<file path="src/rtl/chimp_round_controller.sv">
// Round sequencer for the chimp-test board: clear, load, show, pick, evaluate, advance or strike.
// Every output is a register; strobes are decoded from the next state so they line up with it.
module chimp_round_controller #(
    parameter int          START_LEVEL  = 4,
    parameter int          MAX_LEVEL    = 25,
    parameter int          MAX_STRIKES  = 3,
    parameter logic [7:0]  LFSR_SEED    = 8'hA5,
    parameter int          CLICK_SETTLE = 2
) (
    input  logic       clk,
    input  logic       iReset,
    input  logic       iStart,
    input  logic       iMouseClick,
    input  logic       iDoneLoad,
    input  logic       iChoseCorrectNum,
    input  logic       iChoseWrongNum,
    output logic       oResetBoard,
    output logic       oLoadEnable,
    output logic       oShowEnable,
    output logic       oMouseClick,
    output logic [7:0] oRandNum,
    output logic [4:0] oLevel,
    output logic [4:0] oNumToChoose,
    output logic [2:0] oStrikes,
    output logic [4:0] oBestLevel,
    output logic       oGameOver
);

    localparam int CW = $clog2(CLICK_SETTLE + 1);

    typedef enum logic [3:0] {
        S_IDLE, S_CLEAR, S_LOAD, S_SHOW, S_PICK, S_ISSUE,
        S_SETTLE, S_EVAL, S_ADVANCE, S_STRIKE, S_GAME_OVER
    } state_t;

    state_t        state_q, state_d;
    logic          from_show_q, from_show_d;
    logic          first_load_q, first_load_d;
    logic [CW-1:0] cnt_q, cnt_d;
    logic [4:0]    level_q, level_d;
    logic [4:0]    num_q, num_d;
    logic [2:0]    strikes_q, strikes_d;
    logic [4:0]    best_q, best_d;
    logic [7:0]    lfsr_q, lfsr_d;
    logic          reset_board_q, reset_board_d;
    logic          load_en_q, load_en_d;
    logic          show_en_q, show_en_d;
    logic          click_q, click_d;
    logic          game_over_q, game_over_d;

    // State and output registers
    always_ff @(posedge clk) begin
        if (iReset) begin
            state_q       <= S_IDLE;
            from_show_q   <= 1'b0;
            first_load_q  <= 1'b0;
            cnt_q         <= '0;
            level_q       <= 5'(START_LEVEL);
            num_q         <= 5'd1;
            strikes_q     <= 3'd0;
            best_q        <= 5'd0;
            lfsr_q        <= LFSR_SEED;
            reset_board_q <= 1'b0;
            load_en_q     <= 1'b0;
            show_en_q     <= 1'b0;
            click_q       <= 1'b0;
            game_over_q   <= 1'b0;
        end else begin
            state_q       <= state_d;
            from_show_q   <= from_show_d;
            first_load_q  <= first_load_d;
            cnt_q         <= cnt_d;
            level_q       <= level_d;
            num_q         <= num_d;
            strikes_q     <= strikes_d;
            best_q        <= best_d;
            lfsr_q        <= lfsr_d;
            reset_board_q <= reset_board_d;
            load_en_q     <= load_en_d;
            show_en_q     <= show_en_d;
            click_q       <= click_d;
            game_over_q   <= game_over_d;
        end
    end

    // Next-state and counter updates
    always_comb begin
        state_d      = state_q;
        from_show_d  = from_show_q;
        cnt_d        = cnt_q;
        level_d      = level_q;
        num_d        = num_q;
        strikes_d    = strikes_q;
        best_d       = best_q;
        lfsr_d       = {lfsr_q[6:0], lfsr_q[7] ^ lfsr_q[5] ^ lfsr_q[4] ^ lfsr_q[3]};
        // The done flag seen in the first LOAD cycle is left over from the previous round.
        first_load_d = (state_q == S_CLEAR);

        case (state_q)
            S_IDLE, S_GAME_OVER: begin
                if (iStart) begin
                    state_d   = S_CLEAR;
                    level_d   = 5'(START_LEVEL);
                    strikes_d = 3'd0;
                end
            end
            S_CLEAR: begin
                num_d   = 5'd1;
                state_d = S_LOAD;
            end
            S_LOAD: begin
                if (iDoneLoad && !first_load_q) state_d = S_SHOW;
            end
            S_SHOW: begin
                if (iMouseClick) begin
                    state_d     = S_ISSUE;
                    from_show_d = 1'b1;
                end
            end
            S_PICK: begin
                if (iMouseClick) begin
                    state_d     = S_ISSUE;
                    from_show_d = 1'b0;
                end
            end
            S_ISSUE: begin
                cnt_d   = CW'(CLICK_SETTLE);
                state_d = S_SETTLE;
            end
            S_SETTLE: begin
                cnt_d = cnt_q - CW'(1);
                if (cnt_q == CW'(1)) state_d = S_EVAL;
            end
            S_EVAL: begin
                if (iChoseWrongNum) begin
                    state_d = S_STRIKE;
                end else if (iChoseCorrectNum) begin
                    if (num_q == level_q) begin
                        state_d = S_ADVANCE;
                    end else begin
                        num_d   = num_q + 5'd1;
                        state_d = S_PICK;
                    end
                end else begin
                    state_d = from_show_q ? S_SHOW : S_PICK;
                end
            end
            S_ADVANCE: begin
                if (level_q > best_q) best_d = level_q;
                if (level_q == 5'(MAX_LEVEL)) begin
                    state_d = S_GAME_OVER;
                end else begin
                    level_d = level_q + 5'd1;
                    state_d = S_CLEAR;
                end
            end
            S_STRIKE: begin
                strikes_d = strikes_q + 3'd1;
                state_d   = (strikes_q + 3'd1 == 3'(MAX_STRIKES)) ? S_GAME_OVER : S_CLEAR;
            end
            default: state_d = S_IDLE;
        endcase
    end

    // Output decode from the upcoming state
    always_comb begin
        reset_board_d = (state_d == S_CLEAR);
        load_en_d     = (state_d == S_LOAD);
        click_d       = (state_d == S_ISSUE);
        game_over_d   = (state_d == S_GAME_OVER);
        // Numbers stay visible while a click made from SHOW is being evaluated.
        show_en_d     = (state_d == S_SHOW) ||
                        (from_show_d && (state_d == S_ISSUE || state_d == S_SETTLE ||
                                         state_d == S_EVAL));
    end

    assign oResetBoard  = reset_board_q;
    assign oLoadEnable  = load_en_q;
    assign oShowEnable  = show_en_q;
    assign oMouseClick  = click_q;
    assign oRandNum     = lfsr_q;
    assign oLevel       = level_q;
    assign oNumToChoose = num_q;
    assign oStrikes     = strikes_q;
    assign oBestLevel   = best_q;
    assign oGameOver    = game_over_q;

endmodule
</file>
<file path="config.mk">
export PLATFORM = sky130hd
export DESIGN_NAME = chimp_round_controller
export DESIGN_NICKNAME = d
export VERILOG_FILES = /design/src/rtl/chimp_round_controller.sv
export SDC_FILE = /design/constraint.sdc
export NUM_CORES = 1
export LEC_CHECK = 0
export ABC_CLOCK_PERIOD_IN_PS = 6100
export CAP_MARGIN = 20
export CORE_MARGIN = 8
export CORE_UTILIZATION = 45
export DETAILED_ROUTE_END_ITERATION = 8
export GPL_TIMING_DRIVEN = 0
export PLACE_DENSITY_LB_ADDON = 0.08
export SLEW_MARGIN = 30
export SYNTH_ARGS = -nofsm -noshare
export SYNTH_HDL_FRONTEND = slang
export SYNTH_SLANG_ARGS = --single-unit
</file>
<file path="constraint.sdc">
create_clock -name clk -period 6.1 [get_ports clk]
set_clock_uncertainty 0.15 [all_clocks]
set_input_delay 1.22 -clock clk [delete_from_list [all_inputs] [get_ports clk]]
set_output_delay 1.22 -clock clk [all_outputs]
set_load 0.05 [all_outputs]
</file>
# == Yosys cells after proc, flatten, opt, wreduce, memory -nomap -nowiden ==
# Cells that the tools add are included.
# word_totals
reg_bits,39
output_inout_bits,31
elab_cells,89
# op_classes
n_addsub,4
order_cmp,1
n_eq_ne,26
n_mux,24
bitwise_logic,3
n_reduce_logical,17
# op_table
op,count
two-way mux 4 bit,9
one-hot mux 4 bit (9 select lines),1
== test 4 x 3 -> 1 bit (second input constant),7
two-way mux 5 bit,5
one-hot mux 5 bit (2 select lines),2
== test 4 x 2 -> 1 bit (second input constant),4
== test 4 bit (second input constant),4
adder 5 x 1 -> 5 bit (second input constant),2
!= test 2 bit (second input constant),5
== test 4 x 1 -> 1 bit (second input constant),2
nonzero test 2 bit,4
two-way mux 3 bit,2
one-hot mux 3 bit (2 select lines),1
== test 5 bit,1
== test 5 bit (second input constant),1
> comparator 5 bit,1
logical NOT 4 bit,1
one-hot mux 2 bit (2 select lines),1
AND reduction 2 bit,2
AND reduction 4 bit,1
OR reduction 2 bit,2
adder 3 x 1 -> 3 bit (second input constant),1
== test 3 x 2 -> 1 bit (second input constant),1
logical OR 1 bit,3
other kinds (8),12

# == Logic depth before layout (Yosys ltp) ==
# Gate-level depths: netlist of run 1.
# logic_depth
depth_word,10
depth_mapped,8

# == Least setup slack after synthesis of run 1 ==
# No wires, ideal clock.
# synth_path
kind,input to register
startpoint,input iStart
endpoint,register show_en_q (netlist: oShowEnable)
setup_ns,0.117
t_arrival_ns,2.382
t_required_ns,5.833
setup_slack_ns,3.450
stages,6
path_buffers,0
cell_sequence,nor2b_1 > a211oi_2 > a2111oi_4 > nor4_4 > nand2_1 > a32o_1
# synth_between
elab_chain_len,7
# synth_lines
element,line_no,source
"start, declared",12,"input logic iStart,"
two-way mux 4 bit (*),101,if (iStart) begin
one-hot mux 4 bit (9 select lines) (*),99,case (state_q)
== test 4 x 3 -> 1 bit,173,(from_show_d && (state_d == S_ISSUE || state_d == S_SETTLE ||
logical OR 1 bit (2 in a row),173,
logical AND 1 bit,173,
logical OR 1 bit (*),172,show_en_d = (state_d == S_SHOW) ||
"end signal, assigned",80,show_en_q <= show_en_d;
"end, declared",47,"logic show_en_q, show_en_d;"
# Mark *: on every way between the ends. The rest lies on a longest branch, timed or not.
# A chain may end at the register's enable or synchronous reset.

# == Worst setup path in the final report of run 1 ==
# layout_path
startpoint,register level_q[2] (netlist: oLevel[2])
endpoint,output oLevel[2]
# layout_rtl
element,line_no,source
"start, declared",40,"logic [4:0] level_q, level_d;"
"start signal, assigned",58,level_q <= 5'(START_LEVEL);
"start signal, assigned",73,level_q <= level_d;
"end, declared",22,"output logic [4:0] oLevel,"
# No word-level cell between the ends.

==> impl_metrics.json, run 1 <==
{
  "status": "finished, final reports clean",
  "antenna_found_initial": 0,
  "hpwl_microns": 3390,
  "worst_slew_pin_slew_ps": 592,
  "ys_seq_area_frac": 0.373,
  "synth_cell_types": 50,
  "avgSynthCellArea_sq_um": 8.86,
  "ctsResizeCount": 0,
  "drive_gt1_frac": 0.104,
  "cp_data_arrival_time_ps": 1690,
  "yosysTopAreaCell": "dfxtp_1",
  "path_cells": "clkdlybuf4s50_1",
  "layout.nets": 297,
  "via_per_inst": 5.15,
  "first_global_vias": 1623,
  "slew-limit-headroom": 0.604,
  "syn_inst": 236,
  "clk_pin_slew_ps": 70,
  "area_delta_synth_final_pct": 24.3,
  "holdBufCountCts": 0,
  "post_drt_wl_per_cell_microns": 13.3,
  "power_w": 0.000576,
  "finalMaxSlewViolations": 0,
  "vias": 1721,
  "slowest_delay_ps": 880,
  "drt-initial-drc-count": 49,
  "cp_max_fo": 9,
  "gr-total-overflow": 0,
  "synth-main-ff-cell": "dfxtp_1",
  "place.gp.congestion": 0.863,
  "n_antenna_cell": 0,
  "fill_cells": 427,
  "clock-sinks": 39,
  "ant_nets": 0,
  "max-cap-violations": 0,
  "cp_slowest_cell": "clkdlybuf4s50_1",
  "criticalPathCategory": "flop to output port",
  "fin_cells": 334,
  "coreArea_sq_um": 4600,
  "setup_viol": 0,
  "die_w_microns": 84.2,
  "rsz0062_at_grt": "no",
  "grt_util_all_layers": 0.128,
  "worstSetupStartpointType": "flop",
  "grt_max_degree": 12,
  "dp.cells": 326,
  "synth_top_area_share": 0.373,
  "peakVddDrop_v": 0.000121,
  "tns_ps": 0,
  "grt_pass1_wl_microns": 7530,
  "synth-seq-cells": 39,
  "timing.fmax_mhz": 327,
  "fin_crit_ps": 3060,
  "cts_htree_levels": 2,
  "cts_root_buf": "clkbuf_8",
  "cts_inserted_buffers": 5,
  "fp.dieH_microns": 84.2,
  "async_reset_ff_frac": 0,
  "hold_viol": 0,
  "clk_latency_ps": 300,
  "final_util": 0.566,
  "synthTopCellsByArea": "dfxtp_1 37%, ha_1 6.6%, xor2_1 5.4%, nor2_1 5.2%, nand2b_1 3.9%",
  "die-area_sq_um": 7090,
  "drt_first_pass_iters": 4,
  "critPathRequiredTime_ps": 4730,
  "power.density_nw_per_um2": 221,
  "cts_buffer_depth": 2,
  "cts_tree": "yes",
  "cts_setup_buffers": 0,
  "period_share": 0.501,
  "initial_core_util": 0.455,
  "syn_area_sq_um": 2090,
  "synth_nets": 254,
  "hold_depth": 1,
  "drc": 0,
  "ioPinCount": 38,
  "min_path_type": "flop to flop",
  "crit_cells": 1,
  "worstRegToRegCells": 8,
  "rows": 25,
  "path_buf_inv": 1,
  "synth_edf_count": 0,
  "crit_path_end_kind": "output port",
  "wirelength_microns": 4450,
  "yosysWarningCount": 0,
  "io_buffers": 36,
  "p_leak_nw": 1.01,
  "critical-path-top-delay-family": "buffers and inverters",
  "holdWs_ps": 294
}
-- worst register-to-register path: stages (launching register included) --
cell and delay, ps:
dfxtp_1 490, inv_1 130, ha_1 200, nand4b_1 160, nor2_1 60, o311a_1 330
nor3_1 510, nand2_1 100, a32o_1 280
-- cell type report --
type / count / area, sq um / share of cell area
buffer: 16 / 93.8 / 0.0361
clock buffer: 7 / 76.3 / 0.0293
clock inverter: 1 / 5.00 / 0.00192
inverter: 11 / 41.3 / 0.0159
multi-input combinational: 170 / 1180 / 0.452
sequential: 39 / 781 / 0.300
tap: 54 / 67.6 / 0.0260
timing repair buffer: 36 / 360 / 0.139
-- metal layers --
metal,wire (microns),global-route usage,vias to the layer above
li1,-,-,894
met1,2200,0.162,788
met2,1920,0.190,32
met3,252,0.0465,7
met4,76,0.0565,0
met5,0,0,-
-- cell usage after synthesis (all sizes together), types with 7 or more instances --
cell type  number
a21oi          10
buf            12
dfxtp          39
ha             11
inv            10
nand2           9
nand2b         13
nor2           29
nor2b          12
nor3            8
o21ai           7
xor2           13
-- through the flow --
stage                     area (sq um)  worst slack, ps
after CTS                         2600             3030
after detailed placement          2520             2820
after floorplan                   2090             3450
after global routing              2600             2980
final                             2600             3040
after global placement            2520             2780
-- path summary, 6_finish.rpt --
check / startpoint / to / slack (ps)
max: oLevel[2]$_SDFFE_PP1P_ / oLevel[2] / 3040
min: oRandNum[6]$_SDFF_PP0_ / oRandNum[7]$_SDFF_PP1_ / 290
max reg2reg: oLevel[1]$_SDFFE_PP0P_ / oShowEnable$_SDFF_PP0_ / 3590
min reg2reg: oRandNum[6]$_SDFF_PP0_ / oRandNum[7]$_SDFF_PP1_ / 290
-- cells in the final DEF (no fill, tap or decap), types with 9 or more instances in the layout --
cell and instances:
xor2_1 13, inv_1 10, dfxtp_1 39, nand2b_1 13, ha_1 11, nor2b_1 12
clkdlybuf4s50_1 36, nor2_1 29, nand2_1 9
-- state kept, by name, indices dropped and copies added (netlist names), 2 cells and up --
| register | cells |
|---|---|
| oNumToChoose | 5 |
| oStrikes | 3 |
| oBestLevel | 5 |
| cnt_q | 2 |
| oRandNum | 8 |
| oLevel | 5 |
| state_q | 4 |
-- cells by family (layout without fill, tap and decap cells) --
family | after synthesis | after routing | share of synthesized area
buffers and inverters | 27 | 71 | 0.0646
AND/OR/NAND/NOR | 101 | 101 | 0.272
flip-flops | 39 | 39 | 0.373
XOR/XNOR | 16 | 16 | 0.0670
AO/OA/AOI/OAI | 37 | 37 | 0.133
multiplexers | 5 | 5 | 0.0239
adder cells (fa/ha/maj) | 11 | 11 | 0.0658
-- where the power goes --
| part | switching (W) | internal (W) |
|---|---|---|
| registers | 0.00000646 | 0.000266 |
| logic | 0.0000805 | 0.0000545 |
| clock network | 0.0000880 | 0.0000802 |
| total | 0.000175 | 0.000401 |
Note: power is estimated with default switching activity, not from simulation.
==> run 2: changes to the inputs <==
ABC_CLOCK_PERIOD_IN_PS = 2610   (was 6100)
clock period = 2.61 ns   (was 6.1 ns; I/O delays follow)
==> run 2 against run 1 <==
Against the previous run:
- die area is the same
- non-clock buffer count is the same
- critical endpoint is now oResetBoard$_SDFF_PP0_
- via count grew 0.35%
- final cell count is the same
- sequential power grew 130%
- flip-flop and latch count is the same
- power grew 130%
- clock-buffer cell count is the same
- critical path depth grew 7
- hold slack is essentially flat
==> impl_metrics.json, run 2 (same netlist as run 1, synthesis figures left out) <==
{
  "io_buffers": 36,
  "n_antenna_cell": 0,
  "worstSetupStartpointType": "flop",
  "grt_util_all_layers": 0.128,
  "switching_share": 0.303,
  "place.gp.congestion": 0.863,
  "hpwl_microns": 3390,
  "p_seq_frac": 0.474,
  "ioPinCount": 38,
  "gr-total-overflow": 0,
  "drt_first_pass_iters": 4,
  "clk_latency_ps": 290,
  "rr_startpoint": "oLevel[1]$_SDFFE_PP0P_",
  "initial_core_util": 0.455,
  "first_global_vias": 1623,
  "fp.dieH_microns": 84.2,
  "post_drt_wl_per_cell_microns": 13.3,
  "wirelength_microns": 4450,
  "cts_root_buf": "clkbuf_8",
  "tns_ps": 0,
  "cp_data_arrival_time_ps": 2440,
  "peakVddDrop_v": 0.000281,
  "power.net_switching_w": 0.000407,
  "cp_max_fo": 6,
  "internal_power_w": 0.000938,
  "cts_setup_buffers": 0,
  "cts_tree": "yes",
  "timing.rr.end": "oResetBoard$_SDFF_PP0_",
  "clockPowerShare": 0.291,
  "via_per_inst": 5.17,
  "post-place-ws_ps": 25.9,
  "status": "finished, final reports clean",
  "die-area_sq_um": 7090,
  "fin_crit_ps": 2370,
  "clock-sinks": 39,
  "clk_pin_slew_ps": 70,
  "power.density_nw_per_um2": 516,
  "period_share": 0.908,
  "final_util": 0.567,
  "rows": 25,
  "area_delta_synth_final_pct": 24.6,
  "min_to": "oRandNum[7]$_SDFF_PP1_",
  "largest_reg_flops": 8,
  "timing.fmax_mhz": 422,
  "vias": 1727,
  "drc": 0,
  "hold_depth": 1,
  "p_comb_frac": 0.236,
  "setup_viol": 0,
  "hold_viol": 0,
  "cts_htree_levels": 2,
  "antenna_found_initial": 0,
  "crit_path_end_kind": "flop",
  "slew-limit-headroom": 0.612,
  "drt-initial-drc-count": 60,
  "cts_inserted_buffers": 5,
  "finalMaxSlewViolations": 0,
  "layout.nets": 297,
  "hp-start": "oRandNum[6]$_SDFF_PP0_",
  "crit_start": "oLevel[1]$_SDFFE_PP0P_",
  "min_path_type": "flop to flop",
  "coreArea_sq_um": 4600,
  "critPathRequiredTime_ps": 2680,
  "final_cell_mix": "39 x dfxtp_1, 36 x clkdlybuf4s50_1, 29 x nor2_1",
  "worst_slack_ps": 240,
  "cts_buffer_depth": 2,
  "grt_pass1_wl_microns": 7530,
  "fill_cells": 426,
  "rrSetupSlack_ps": 240,
  "grt_max_degree": 12,
  "rsz0062_at_grt": "no",
  "final_common_cell": "dfxtp_1",
  "drive_gt1_frac": 0.107,
  "worst_slew_pin_slew_ps": 580,
  "max-cap-violations": 0,
  "worstRegToRegCells": 8,
  "p_leak_nw": 1.01,
  "die_w_microns": 84.2,
  "criticalPathCategory": "flop to flop",
  "ant_nets": 0
}
## run 2: power groups by stage
| stage | clock network (W) | registers [W] | logic [W] |
|---|---|---|---|
| 5_1_grt | 0.000438 | 0.000643 | 0.000343 |
| 3_3_place_gp | 0 | 0.000651 | 0.000316 |
| 6_report | 0.000391 | 0.000637 | 0.000317 |
| 2_1_floorplan | 0 | 0.000678 | 0.000207 |
| 4_1_cts | 0.000410 | 0.000637 | 0.000319 |
| 3_5_place_dp | 0 | 0.000651 | 0.000317 |
## run 2: worst max path at each step
stage / to / slack [ps] / depth (start not counted)
floorplan: oShowEnable$_SDFF_PP0_ / 110 / 8
detailed placement: oShowEnable$_SDFF_PP0_ / 30 / 7
CTS: oShowEnable$_SDFF_PP0_ / 50 / 8
global route: oResetBoard$_SDFF_PP0_ / 100 / 8
finish: oResetBoard$_SDFF_PP0_ / 240 / 8
global placement: oMouseClick$_SDFF_PP0_ / -10 / 7
## run 2: critical path, stage by stage (launching register included)
cell	delay, ps
dfxtp_1	490
inv_1	130
ha_1	200
nand4b_1	160
nor2_1	70
o311a_1	340
a21oi_2	180
or3b_1	390
nor3b_1	190
## run 2: per-stage QoR
stage	instance area, sq um	total power [W]	hold WS, ps	cells
3_5_place_dp	2520	0.000968	278	326
2_1_floorplan	2090	0.000885	266	236
5_1_grt	2610	0.00142	316	334
3_3_place_gp	2520	0.000967	273	326
4_1_cts	2600	0.00137	299	334
6_report	2610	0.00135	294	334
## run 2: timing repair
| action | 4_1_cts | 5_1_grt |
|---|---|---|
| hold buffers | 0 | 0 |
| gates resized for setup | 0 | 1 |
| endpoints found under the setup margin | 0 | 1 |
## run 2: area by class of cell
type	instances	area (sq um)	area share
Clock buffer	7	76.3	0.0293
Inverter	11	41.3	0.0158
Clock inverter	1	5.00	0.00192
Buffer	16	93.8	0.0360
Multi-Input combinational cell	170	1180	0.453
Sequential cell	39	781	0.300
Tap cell	54	67.6	0.0259
Timing Repair Buffer	36	360	0.138
## run 2: metal layers
metal / vias up / GRT usage / routed length (microns)
met2: 35 / 0.190 / 1910
li1: 895 / - / -
met3: 9 / 0.0465 / 255
met1: 788 / 0.162 / 2200
met4: 0 / 0.0565 / 84
met5: - / 0 / 0
==> run 3: changes to the inputs <==
HOLD_SLACK_MARGIN = 0.15   (was default)
TNS_END_PERCENT = 20   (was default)
==> results of run 3 <==
The final DEF is identical to that of run 2; final timing and power are the same.
